<file path="config.mk">
export PLATFORM = sky130hd
export DESIGN_NAME = csd_stream_conv
export DESIGN_NICKNAME = d
export VERILOG_FILES = /design/src/rtl/csd_pkg.sv /design/src/rtl/csd_word_mem.sv /design/src/rtl/csd_stream_conv.sv
export SDC_FILE = /design/constraint.sdc
export NUM_CORES = 1
export LEC_CHECK = 0
export BUFFER_PORTS_ARGS = -buffer_cell sky130_fd_sc_hd__buf_2
export CORE_UTILIZATION = 45
export DETAILED_ROUTE_END_ITERATION = 8
export PLACE_DENSITY = 0.71
export SETUP_SLACK_MARGIN = 0.15
export SLEW_MARGIN = 20
export SYNTH_ARGS = -nofsm -noshare
export SYNTH_HDL_FRONTEND = slang
export SYNTH_HIERARCHICAL = 1
export SYNTH_SLANG_ARGS = --single-unit
</file>
<file path="constraint.sdc">
create_clock -name clk -period 2.55 [get_ports clk]
set_input_delay 0.3825 -clock clk [delete_from_list [all_inputs] [get_ports clk]]
set_output_delay 0.3825 -clock clk [all_outputs]
set_load 0.01 [all_outputs]
</file>
<file path="src/rtl/csd_pkg.sv">
// Shared types and the one-step Reitwiesner digit/carry rule for the CSD stream converter.
package csd_pkg;

    typedef enum logic [2:0] {
        IDLE  = 3'd0,
        FETCH = 3'd1,
        CONV  = 3'd2,
        EMIT  = 3'd3,
        DONE  = 3'd4
    } state_t;

    localparam logic [1:0] ZERO = 2'b00;
    localparam logic [1:0] POS  = 2'b01;
    localparam logic [1:0] NEG  = 2'b10;

    // Returns {carry_out, digit}; carry is the majority of the three inputs.
    function automatic logic [2:0] csd_step(input logic xi, input logic xi1, input logic ci);
        logic       cn;
        logic [1:0] d;
        cn = (xi & xi1) | (xi & ci) | (xi1 & ci);
        if (!cn && (xi || ci)) begin
            d = POS;
        end else if (cn && !(xi && ci)) begin
            d = NEG;
        end else begin
            d = ZERO;
        end
        return {cn, d};
    endfunction

endpackage

</file>
<file path="src/rtl/csd_word_mem.sv">
// Operand store: register array with a synchronous write port and a registered read port.
module csd_word_mem #(
    parameter int unsigned WIDTH = 8,
    parameter int unsigned DEPTH = 16,
    localparam int unsigned AW   = $clog2(DEPTH)
) (
    input  logic             clk,
    input  logic             reset,
    input  logic             we,
    input  logic [AW-1:0]    waddr,
    input  logic [WIDTH-1:0] wdata,
    input  logic             re,
    input  logic [AW-1:0]    raddr,
    output logic [WIDTH-1:0] rdata
);

    logic [WIDTH-1:0] mem [DEPTH];

    always_ff @(posedge clk) begin
        if (we) begin
            mem[waddr] <= wdata;
        end
    end

    // A same-cycle write to raddr is not visible here; the old word is returned.
    always_ff @(posedge clk or negedge reset) begin
        if (!reset) begin
            rdata <= '0;
        end else if (re) begin
            rdata <= mem[raddr];
        end
    end

endmodule

</file>
<file path="src/rtl/csd_stream_conv.sv">
// Binary-to-CSD stream converter: runs over a window of the operand store, one digit per clock,
// and offers each word's +1/-1 digit masks and non-zero digit count on a valid/ready port.
module csd_stream_conv #(
    parameter int unsigned WIDTH = 8,
    parameter int unsigned DEPTH = 16,
    localparam int unsigned AW   = $clog2(DEPTH),
    localparam int unsigned NW   = $clog2(WIDTH + 2)
) (
    input  logic             clk,
    input  logic             reset,
    input  logic             weCsd,
    input  logic [AW-1:0]    address,
    input  logic [WIDTH-1:0] dataIn,
    input  logic             start,
    input  logic             signed_mode,
    input  logic [AW-1:0]    base_addr,
    input  logic [AW:0]      count,
    input  logic             out_ready,
    output logic             out_valid,
    output logic [AW-1:0]    out_addr,
    output logic [WIDTH:0]   out_pos,
    output logic [WIDTH:0]   out_neg,
    output logic [NW-1:0]    out_nzd,
    output logic             busy,
    output logic             done
);
    import csd_pkg::*;

    localparam int unsigned BW = $clog2(WIDTH + 1);
    localparam int unsigned CW = AW + 1;
    localparam int unsigned XW = WIDTH + 2;

    state_t           state_q, state_d;
    logic [AW-1:0]    rd_addr_q, rd_addr_d;
    logic [CW-1:0]    remain_q, remain_d;
    logic             sgn_q, sgn_d;
    logic [BW-1:0]    bit_q, bit_d;
    logic             carry_q, carry_d;
    logic [WIDTH:0]   pos_sr_q, pos_sr_d;
    logic [WIDTH:0]   neg_sr_q, neg_sr_d;
    logic [NW-1:0]    nzd_q, nzd_d;

    logic             out_valid_d, busy_d, done_d;
    logic [AW-1:0]    out_addr_d;
    logic [WIDTH:0]   out_pos_d, out_neg_d;
    logic [NW-1:0]    out_nzd_d;

    logic [WIDTH-1:0] word;
    logic [XW-1:0]    xe;
    logic [XW-1:0]    xs;
    logic [2:0]       step;

    csd_word_mem #(
        .WIDTH (WIDTH),
        .DEPTH (DEPTH)
    ) u_mem (
        .clk   (clk),
        .reset (reset),
        .we    (weCsd),
        .waddr (address),
        .wdata (dataIn),
        .re    (state_q == FETCH),
        .raddr (rd_addr_q),
        .rdata (word)
    );

    // Extended operand; the read register holds the word for the whole CONV phase.
    always_comb begin
        xe   = sgn_q ? {{2{word[WIDTH-1]}}, word} : {2'b00, word};
        xs   = xe >> bit_q;
        step = csd_step(xs[0], xs[1], carry_q);
    end

    always_comb begin
        state_d   = state_q;
        rd_addr_d = rd_addr_q;
        remain_d  = remain_q;
        sgn_d     = sgn_q;
        bit_d     = bit_q;
        carry_d   = carry_q;
        pos_sr_d  = pos_sr_q;
        neg_sr_d  = neg_sr_q;
        nzd_d     = nzd_q;
        out_addr_d = out_addr;
        out_pos_d  = out_pos;
        out_neg_d  = out_neg;
        out_nzd_d  = out_nzd;

        case (state_q)
            IDLE: begin
                if (start) begin
                    sgn_d     = signed_mode;
                    rd_addr_d = base_addr;
                    remain_d  = count;
                    state_d   = (count == '0) ? DONE : FETCH;
                end
            end
            FETCH: begin
                bit_d   = '0;
                carry_d = 1'b0;
                nzd_d   = '0;
                state_d = CONV;
            end
            CONV: begin
                carry_d  = step[2];
                pos_sr_d = {step[1:0] == POS, pos_sr_q[WIDTH:1]};
                neg_sr_d = {step[1:0] == NEG, neg_sr_q[WIDTH:1]};
                nzd_d    = nzd_q + NW'(step[1:0] != ZERO);
                bit_d    = bit_q + BW'(1);
                if (bit_q == BW'(WIDTH)) begin
                    state_d    = EMIT;
                    out_addr_d = rd_addr_q;
                    out_pos_d  = pos_sr_d;
                    out_neg_d  = neg_sr_d;
                    out_nzd_d  = nzd_d;
                end
            end
            EMIT: begin
                if (out_ready) begin
                    rd_addr_d = rd_addr_q + AW'(1);
                    remain_d  = remain_q - CW'(1);
                    state_d   = (remain_q == CW'(1)) ? DONE : FETCH;
                end
            end
            DONE: begin
                state_d = IDLE;
            end
            default: begin
                state_d = IDLE;
            end
        endcase

        out_valid_d = (state_d == EMIT);
        busy_d      = (state_d == FETCH) || (state_d == CONV) || (state_d == EMIT);
        done_d      = (state_d == DONE);
    end

    always_ff @(posedge clk or negedge reset) begin
        if (!reset) begin
            state_q   <= IDLE;
            rd_addr_q <= '0;
            remain_q  <= '0;
            sgn_q     <= 1'b0;
            bit_q     <= '0;
            carry_q   <= 1'b0;
            pos_sr_q  <= '0;
            neg_sr_q  <= '0;
            nzd_q     <= '0;
            out_valid <= 1'b0;
            out_addr  <= '0;
            out_pos   <= '0;
            out_neg   <= '0;
            out_nzd   <= '0;
            busy      <= 1'b0;
            done      <= 1'b0;
        end else begin
            state_q   <= state_d;
            rd_addr_q <= rd_addr_d;
            remain_q  <= remain_d;
            sgn_q     <= sgn_d;
            bit_q     <= bit_d;
            carry_q   <= carry_d;
            pos_sr_q  <= pos_sr_d;
            neg_sr_q  <= neg_sr_d;
            nzd_q     <= nzd_d;
            out_valid <= out_valid_d;
            out_addr  <= out_addr_d;
            out_pos   <= out_pos_d;
            out_neg   <= out_neg_d;
            out_nzd   <= out_nzd_d;
            busy      <= busy_d;
            done      <= done_d;
        end
    end

endmodule

</file>
==> results.md, run 1 <==
* Status: complete, but fails checks
* Violated checks: design-rule violations
* Fmax at 0.428 GHz
* Clk_skew at 0.0184 ns
* Top_reg_cell synth: edfxtp_1
* Via count at 4,914
* Setup TNS at 0 ns
* Critical path class: flip-flop to flip-flop
* Max cap viols at 0
* Register area share after synthesis at 67.8%
* Number of synthesized register bits at 203
* Routed met2 length at 8180 um
* Post-Synthesis Cells at 572
* IO Pins at 56
* Hold Vio Cnt, Final at 0
* Clk sinks at 203
* Initial core utilization at 46.5%
* Setup-failing EPs final at 0
* Remaining antenna violation count at 0
* CTS clk-pin slew, worst paths at 0.06 ns
* Crit path time final at 2.34 ns
* P_leak at 3.89 nW
* DP Wirelength at 10,600 um
* Met1 WL at 7380 um
* Fillers at 1,458
* Top layer in use: met4
* Syn nets at 608
* CP Launch Type: flip-flop
* VDD IR-drop max at 0.686 mV
* RSZ-0062 raised after global routing: yes
* Worst-Margin Slew at 0.916 ns
* CP Max Fanout at 5
* IO buf count at 55
* H-tree Lvls at 1
* Worst-Skew Late Latency at 0.50 ns
* Fin nets at 682
* TritonCTS Buffers at 21
* CTS max path bufs at 3
* Endpoint type of the worst setup path: flip-flop
* Asr flop ratio synth at 36.9%
* Syn Area/Cell at 14.8 sq um
* Root Driver: clkbuf_16
* Post-synth EDFFs at 128
* Worst Path Required at 2.93 ns
* Die area at 19,300 sq um
* DRC viols at 7
* Largest net degree at the start of global routing at 76
* Vias in the first global route at 5,018
* Final Cell Area at 9720 sq um
* Hold buffers post-CTS at 0
* Core area at 18,100 sq um
* Part of the cycle the worst path needs at 91.7%
* Placer Congestion at 0.794
* Power per cell area at 1120 nW/um^2
* Share of layout cells above drive strength 1 at 25.6%
* Synthesized area at 8440 sq um
* Routed wire length at 16,500 um
* Met3 wire length at 676 um
* Drt wl/cell at 18.6 um
* First-pass DRT Iterations at 7
* Initial antenna violation count at 0
* Total of warnings raised by yosys at 6
* First-pass GRT wire length at 26,700 um
* Class of the worst hold path: input pin to asynchronous set/reset pin
* Slew margin rel. at 38.9%
* Chip width at 139 um
* Total gr overflow at 0
* Via/cell ratio at 5.52
* CTS tree: yes
* Global-route usage over all layers at 17.7%
* Area Growth Syn to Fin at 15.2%
* Crit path arrival time at 2.71 ns
* Diodes inserted at 0
* Fin. max-slew vios at 0
* # rows at 49
* Distinct cells, synth at 52
* Die height at 139 um
* Starting DRT DRC Count at 370
* Placed cell area at 8990 sq um
routing by layer:
metal | track usage (%) | vias up
li1 | - | 2254
met1 | 23.9 | 2504
met2 | 30.4 | 131
met3 | 2.66 | 25
met4 | 4.15 | 0
met5 | 0 | -
sequential cells by signal (all words and copies together), names as in the netlist:
name	cells
u_mem/mem	128
out_neg	9
out_pos	9
neg_sr_q	8
pos_sr_q	8
u_mem/rdata	8
remain_q	5
bit_q	4
nzd_q	4
out_addr	4
out_nzd	4
rd_addr_q	4
state_q	3
busy	1
carry_q	1
done	1
out_valid	1
sgn_q	1
final timing paths:
check	slack (ns)	cells past startpoint	end	from
hold / removal	0.01	1	done$_DFF_PN0_	reset
setup / recovery	0.21	9	nzd_q[1]$_DFFE_PN0P_	bit_q[0]$_DFFE_PN0P_
hold reg to reg	0.47	2	out_neg[2]$_DFFE_PN0P_	out_neg[2]$_DFFE_PN0P_
min in group clk	0.15	3	remain_q[0]$_DFFE_PN0P_	count[0]
max in group asynchronous	1.87	1	bit_q[0]$_DFFE_PN0P_	reset
setup reg to reg	0.21	9	nzd_q[1]$_DFFE_PN0P_	bit_q[0]$_DFFE_PN0P_
cell usage in the layout (no fill, tap or decap), drive strengths merged, types with 6 or more instances in the layout:
master	count
ha	9
o22ai	8
a21oi	8
clkinv	6
nand2	128
dfrtp	75
edfxtp	128
nor2	34
inv	11
a221oi	9
clkbuf	28
mux2i	12
o21ai	22
mux4	34
nand3	10
buf	83
nor3	11
through the flow:
step	hold WS [ns]	cells	total power, mW	setup WS, ns	utilization, %
3_5_place_dp	0.457	850	7.76	0.135	49.5
4_1_cts	0.0514	889	10.9	0.184	53.4
6_report	0.0147	890	10.9	0.211	53.5
3_3_place_gp	0.452	850	7.63	0.182	49.5
5_1_grt	0.116	890	11.5	0.123	53.5
2_1_floorplan	0.0869	572	6.93	0.181	-
power breakdown:
group / total [mW] / switching, mW / internal [mW] / leakage (nW)
combinational: 3.30 / 1.80 / 1.50 / 1.43
sequential: 4.51 / 0.478 / 4.03 / 2.12
clock: 3.04 / 1.23 / 1.81 / 0.339
what timing repair did:
item                                   4_1_cts  5_1_grt
cloned                                       0        0
resized for setup                            1        4
pin swaps                                    1        2
buffers inserted                             1        1
endpoints found under the hold margin        0        0
setup endpoints to repair                    2        3
critical path, cell delays in order (launching register included):
cell and delay, ns:
dfrtp_2 0.44, buf_4 0.16, mux2i_1 0.11, and3_1 0.21, o41ai_4 0.31, inv_1 0.09
ha_1 0.31, ha_4 0.18, ha_4 0.21, a22o_1 0.21
Yosys cell counts (2+ instances only):
library cell	number	area share (%)
a21oi_1	7	0.42
mux4_1	6	1.9
buf_6	6	0.80
buf_4	2	0.18
nor3b_1	2	0.18
a221oi_2	9	1.6
a22o_1	3	0.31
mux4_2	28	7.5
nand3_1	10	0.59
buf_12	2	0.47
and3_1	3	0.22
nor3_1	11	0.65
inv_1	9	0.40
nand2_1	128	5.7
dfrtp_1	75	22
xor2_1	2	0.21
nor2_2	2	0.15
ha_1	9	1.3
mux2i_1	12	1.4
nand3b_1	3	0.27
buf_2	9	0.53
edfxtp_1	128	46
o41ai_1	2	0.21
nor2_1	32	1.4
nor2b_1	2	0.15
and2_1	3	0.22
clkbuf_1	9	0.40
o21ai_2	2	0.21
buf_1	4	0.18
o21ai_0	19	1.1
nand2b_1	3	0.22
a211oi_1	2	0.18
nand4_1	2	0.15
o22ai_1	7	0.52
o31ai_1	2	0.18
cell families after synthesis:
kind of cell	Yosys count	share of synthesized area (%)
simple gates	206	10.6
compound gates	63	6.08
buf+inv	41	2.97
flops	203	67.8
mux	47	10.9
fa+ha+maj	9	1.33
xor+xnor	3	0.311
final cells by class:
cell class	instances	area [sq um]	share of cell area, %
sequential	203	5720	58.9
multi-input combinational	328	2500	25.7
clock buffer	28	582	5.99
timing repair buffer	83	488	5.02
tap	229	287	2.95
clock inverter	10	108	1.11
inverter	9	33.8	0.348
No activity file was read; power rests on OpenSTA's default activity.
==> inputs of run 2 (changes only) <==
Settings changed: CORE_MARGIN set to 2, CTS_BUF_LIST set to sky130_fd_sc_hd__clkbuf_8.
==> run 2 against run 1 <==
- the flow now finishes without violations
- global-route usage down 0.65 points
- worst setup slack better by 0.10 ns
- maximum frequency up 4.5%
- sequential share of layout area up 0.49 points
- flip-flop and latch count unchanged
- via count down 0.45%
- register-to-register slack better by 0.10 ns
- combinational power up 3%
- non-clock buffer count up 1
- sequential power about the same
- die area up 2.9%
- critical path depth unchanged
- largest cell class unchanged
==> results.md, run 2 (synthesized netlist as in run 1, its figures left out) <==
* DP Wirelength at 11,000 um (+3.4%)
* Slowest-stage cell, CP: dfrtp_2
* CP Max Fanout at 4 (-1)
* Initial antenna violation count at 0 (unchanged)
* Most used cell, CP: ha_4
* Largest net degree at the start of global routing at 76 (unchanged)
* CTS tree: yes
* Slowest stage delay, CP at 0.43 ns (about the same)
* TritonCTS Buffers at 31 (+48%)
* Core area at 18,600 sq um (+2.4%)
* Commonest non-fill, non-tap cells in the layout: 128 x nand2_1, 128 x edfxtp_1, 74 x dfrtp_1
* P_leak at 3.88 nW (-0.19%)
* DRC viols at 0 (-7)
* Pre-CTS WS at 0.175 ns (+0.0407 ns)
* Fin nets at 693 (+1.6%)
* Initial core utilization at 45.4% (-1.1 points)
* Max cap viols at 0 (unchanged)
* Critical path class: flip-flop to flip-flop
* Setup ws final at 0.313 ns (+0.102 ns)
* CTS max path bufs at 3 (unchanged)
* Placer Congestion at 0.848 (+6.8%)
* Setup TNS at 0 ns (unchanged)
* Max FFs per register at 128 (unchanged)
* Root Driver: clkbuf_8
* Final Cell Area at 9640 sq um (-0.82%)
* Chip width at 141 um (+1.4%)
* Area Growth Syn to Fin at 14.2%
* Fin cells at 912 (+2.5%)
* Setup slack, reg-to-reg at 0.31 ns (+0.10 ns)
* Cell Int Power at 6.85 mW (-6.8%)
* Largest regs: u_mem/mem: 128 flops, out_neg: 9 flops, out_pos: 9 flops
* Fmax at 0.447 GHz (+4.5%)
* R2r endpoint: nzd_q[1]$_DFFE_PN0P_
* Clk pwr share at 23.6% (-4.4 points)
* Hold Path Depth at 3
* Drt wl/cell at 18.2 um (-2.1%)
* Endpoint type of the worst setup path: flip-flop
* Gate power share at 32.9% (+2.5 points)
* Total design power at 10.3 mW (-5.0%)
* Worst r2r src: bit_q[0]$_DFFE_PN0P_
* Switching power at 3.46 mW (-1.4%)
* CP Launch Type: flip-flop
* Hold Vio Cnt, Final at 0 (unchanged)
* Crit path time final at 2.24 ns (-0.102 ns)
* Via count at 4,892 (-0.45%)
* Starting DRT DRC Count at 334 (-9.7%)
* Vias in the first global route at 4,998 (-0.40%)
* Fillers at 1,532 (+5.1%)
* IO buf count at 55 (unchanged)
* Fin. max-slew vios at 0 (unchanged)
* # rows at 50 (+2.0%)
* Worst-Margin Slew at 0.918 ns (+0.00197 ns)
* Worst-Skew Late Latency at 0.56 ns (+0.06 ns)
* Placed instance count at 855 (+0.59%)
* Die height at 141 um (+1.4%)
* Share of layout cells above drive strength 1 at 26.4% (+0.83 points)
* Routed wire length at 16,600 um (+0.32%)
* Die area at 19,900 sq um (+2.9%)
* Placed cell area at 9000 sq um (+0.21%)
* Crit path arrival time at 2.67 ns (-0.04 ns)
* Via/cell ratio at 5.36 (-2.8%)
* Total gr overflow at 0 (unchanged)
* Part of the cycle the worst path needs at 87.7% (-4.0 points)
* VDD IR-drop max at 0.615 mV (-10%)
* Hold Path End: rd_addr_q[0]$_DFFE_PN0P_
* Status: finished, final reports clean
* Power per cell area at 1070 nW/um^2 (-4.3%)
* Slew margin rel. at 38.8% (-0.13 points)
* Clk sinks at 203 (unchanged)
* RSZ-0062 raised after global routing: no
* Flop pwr share at 43.5% (+2.0 points)
* CTS clk-pin slew, worst paths at 0.06 ns (about the same)
* First-pass DRT Iterations at 5 (-2)
* Hold Startpoint: base_addr[0]
* Diodes inserted at 0 (unchanged)
* Setup-failing EPs final at 0 (unchanged)
* Net Sw Frac at 33.5% (+1.2 points)
* First-pass GRT wire length at 26,700 um (-0.16%)
* Worst Path Required at 2.99 ns (+0.06 ns)
* H-tree Lvls at 1 (unchanged)
* Class of the worst hold path: input pin to flip-flop
* Global-route usage over all layers at 17.1% (-0.65 points)
* CP Cell Sequence: buf_6 > mux2i_1 > and3_1 > o41ai_4 > inv_2 > ha_4 > ha_4 > ha_4 > a22o_1
* R2R cell count at 9 (unchanged)
* IO Pins at 56 (unchanged)
* Clk_skew at 0.00752 ns (-0.0108 ns)
* Remaining antenna violation count at 0 (unchanged)
* Top reg by flops: u_mem/mem
-- run 2: cell types whose count changed in the layout (fill, tap and decap cells not counted), sizes merged --
cell	before	now
clkinv	6	9
clkbuf	28	35
dlygate4sd3	0	1
bufinv	2	0
inv	11	19
-- run 2: per-stage QoR --
step | hold slack, ns | utilization, %
after global placement | 0.452 | 48.5
after global routing | 0.0295 | 51.9
final | 0.0509 | 51.9
after floorplan | 0.0869 | -
after CTS | 0.0205 | 51.6
after detailed placement | 0.457 | 48.5
-- run 2: metal layers --
layer,up-vias,track usage [%],wire [um]
li1,2291,-,-
met1,2444,23.3,7480
met2,133,28.6,8020
met3,24,3.57,794
met4,0,3.79,297
met5,-,0,0
-- run 2: how the worst max path moves through the flow --
stage          slack (ns)  depth (start not counted)                      to            startpoint
5_1_grt              0.16                         10  out_nzd[3]$_DFFE_PN0P_  bit_q[0]$_DFFE_PN0P_
3_3_place_gp         0.23                          8    nzd_q[1]$_DFFE_PN0P_  bit_q[0]$_DFFE_PN0P_
2_1_floorplan        0.18                          9    nzd_q[1]$_DFFE_PN0P_  bit_q[0]$_DFFE_PN0P_
6_report             0.31                          9    nzd_q[1]$_DFFE_PN0P_  bit_q[0]$_DFFE_PN0P_
4_1_cts              0.16                          8    nzd_q[1]$_DFFE_PN0P_  bit_q[0]$_DFFE_PN0P_
3_5_place_dp         0.18                         10    nzd_q[2]$_DFFE_PN0P_  bit_q[0]$_DFFE_PN0P_
-- run 2: power groups by stage --
stage / sequential, mW / combinational [mW] / clock (mW)
2_1_floorplan: 4.46 / 2.47 / 0
3_3_place_gp: 4.50 / 3.16 / 0
6_report: 4.48 / 3.40 / 2.43
5_1_grt: 4.56 / 3.75 / 2.65
4_1_cts: 4.47 / 3.30 / 2.50
3_5_place_dp: 4.54 / 3.27 / 0
-- run 2: critical path: cells and delay by family, from the launching register on --
family	cells	cell delay [ns]
adder cells (fa/ha/maj)	3	0.62
AO/OA/AOI/OAI	2	0.54
flip-flops	1	0.43
buffers and inverters	2	0.21
AND/OR/NAND/NOR	1	0.19
multiplexers	1	0.11
-- run 2: area by class of cell --
class | instances | area, sq um | share of cell area [%]
well taps | 234 | 293 | 3.04
flip-flops and latches | 203 | 5720 | 59.4
clock buffers | 35 | 482 | 5.00
inverters | 9 | 33.8 | 0.351
repair buffers | 84 | 514 | 5.34
clock inverters | 19 | 82.6 | 0.857
multi-input cells | 328 | 2510 | 26.0
-- run 2: timing repair --
item	in CTS	in global routing
hold buffers	1	0
setup endpoints to repair	0	5
gates resized for setup	0	12
endpoints found under the hold margin	71	0
setup buffers	0	2
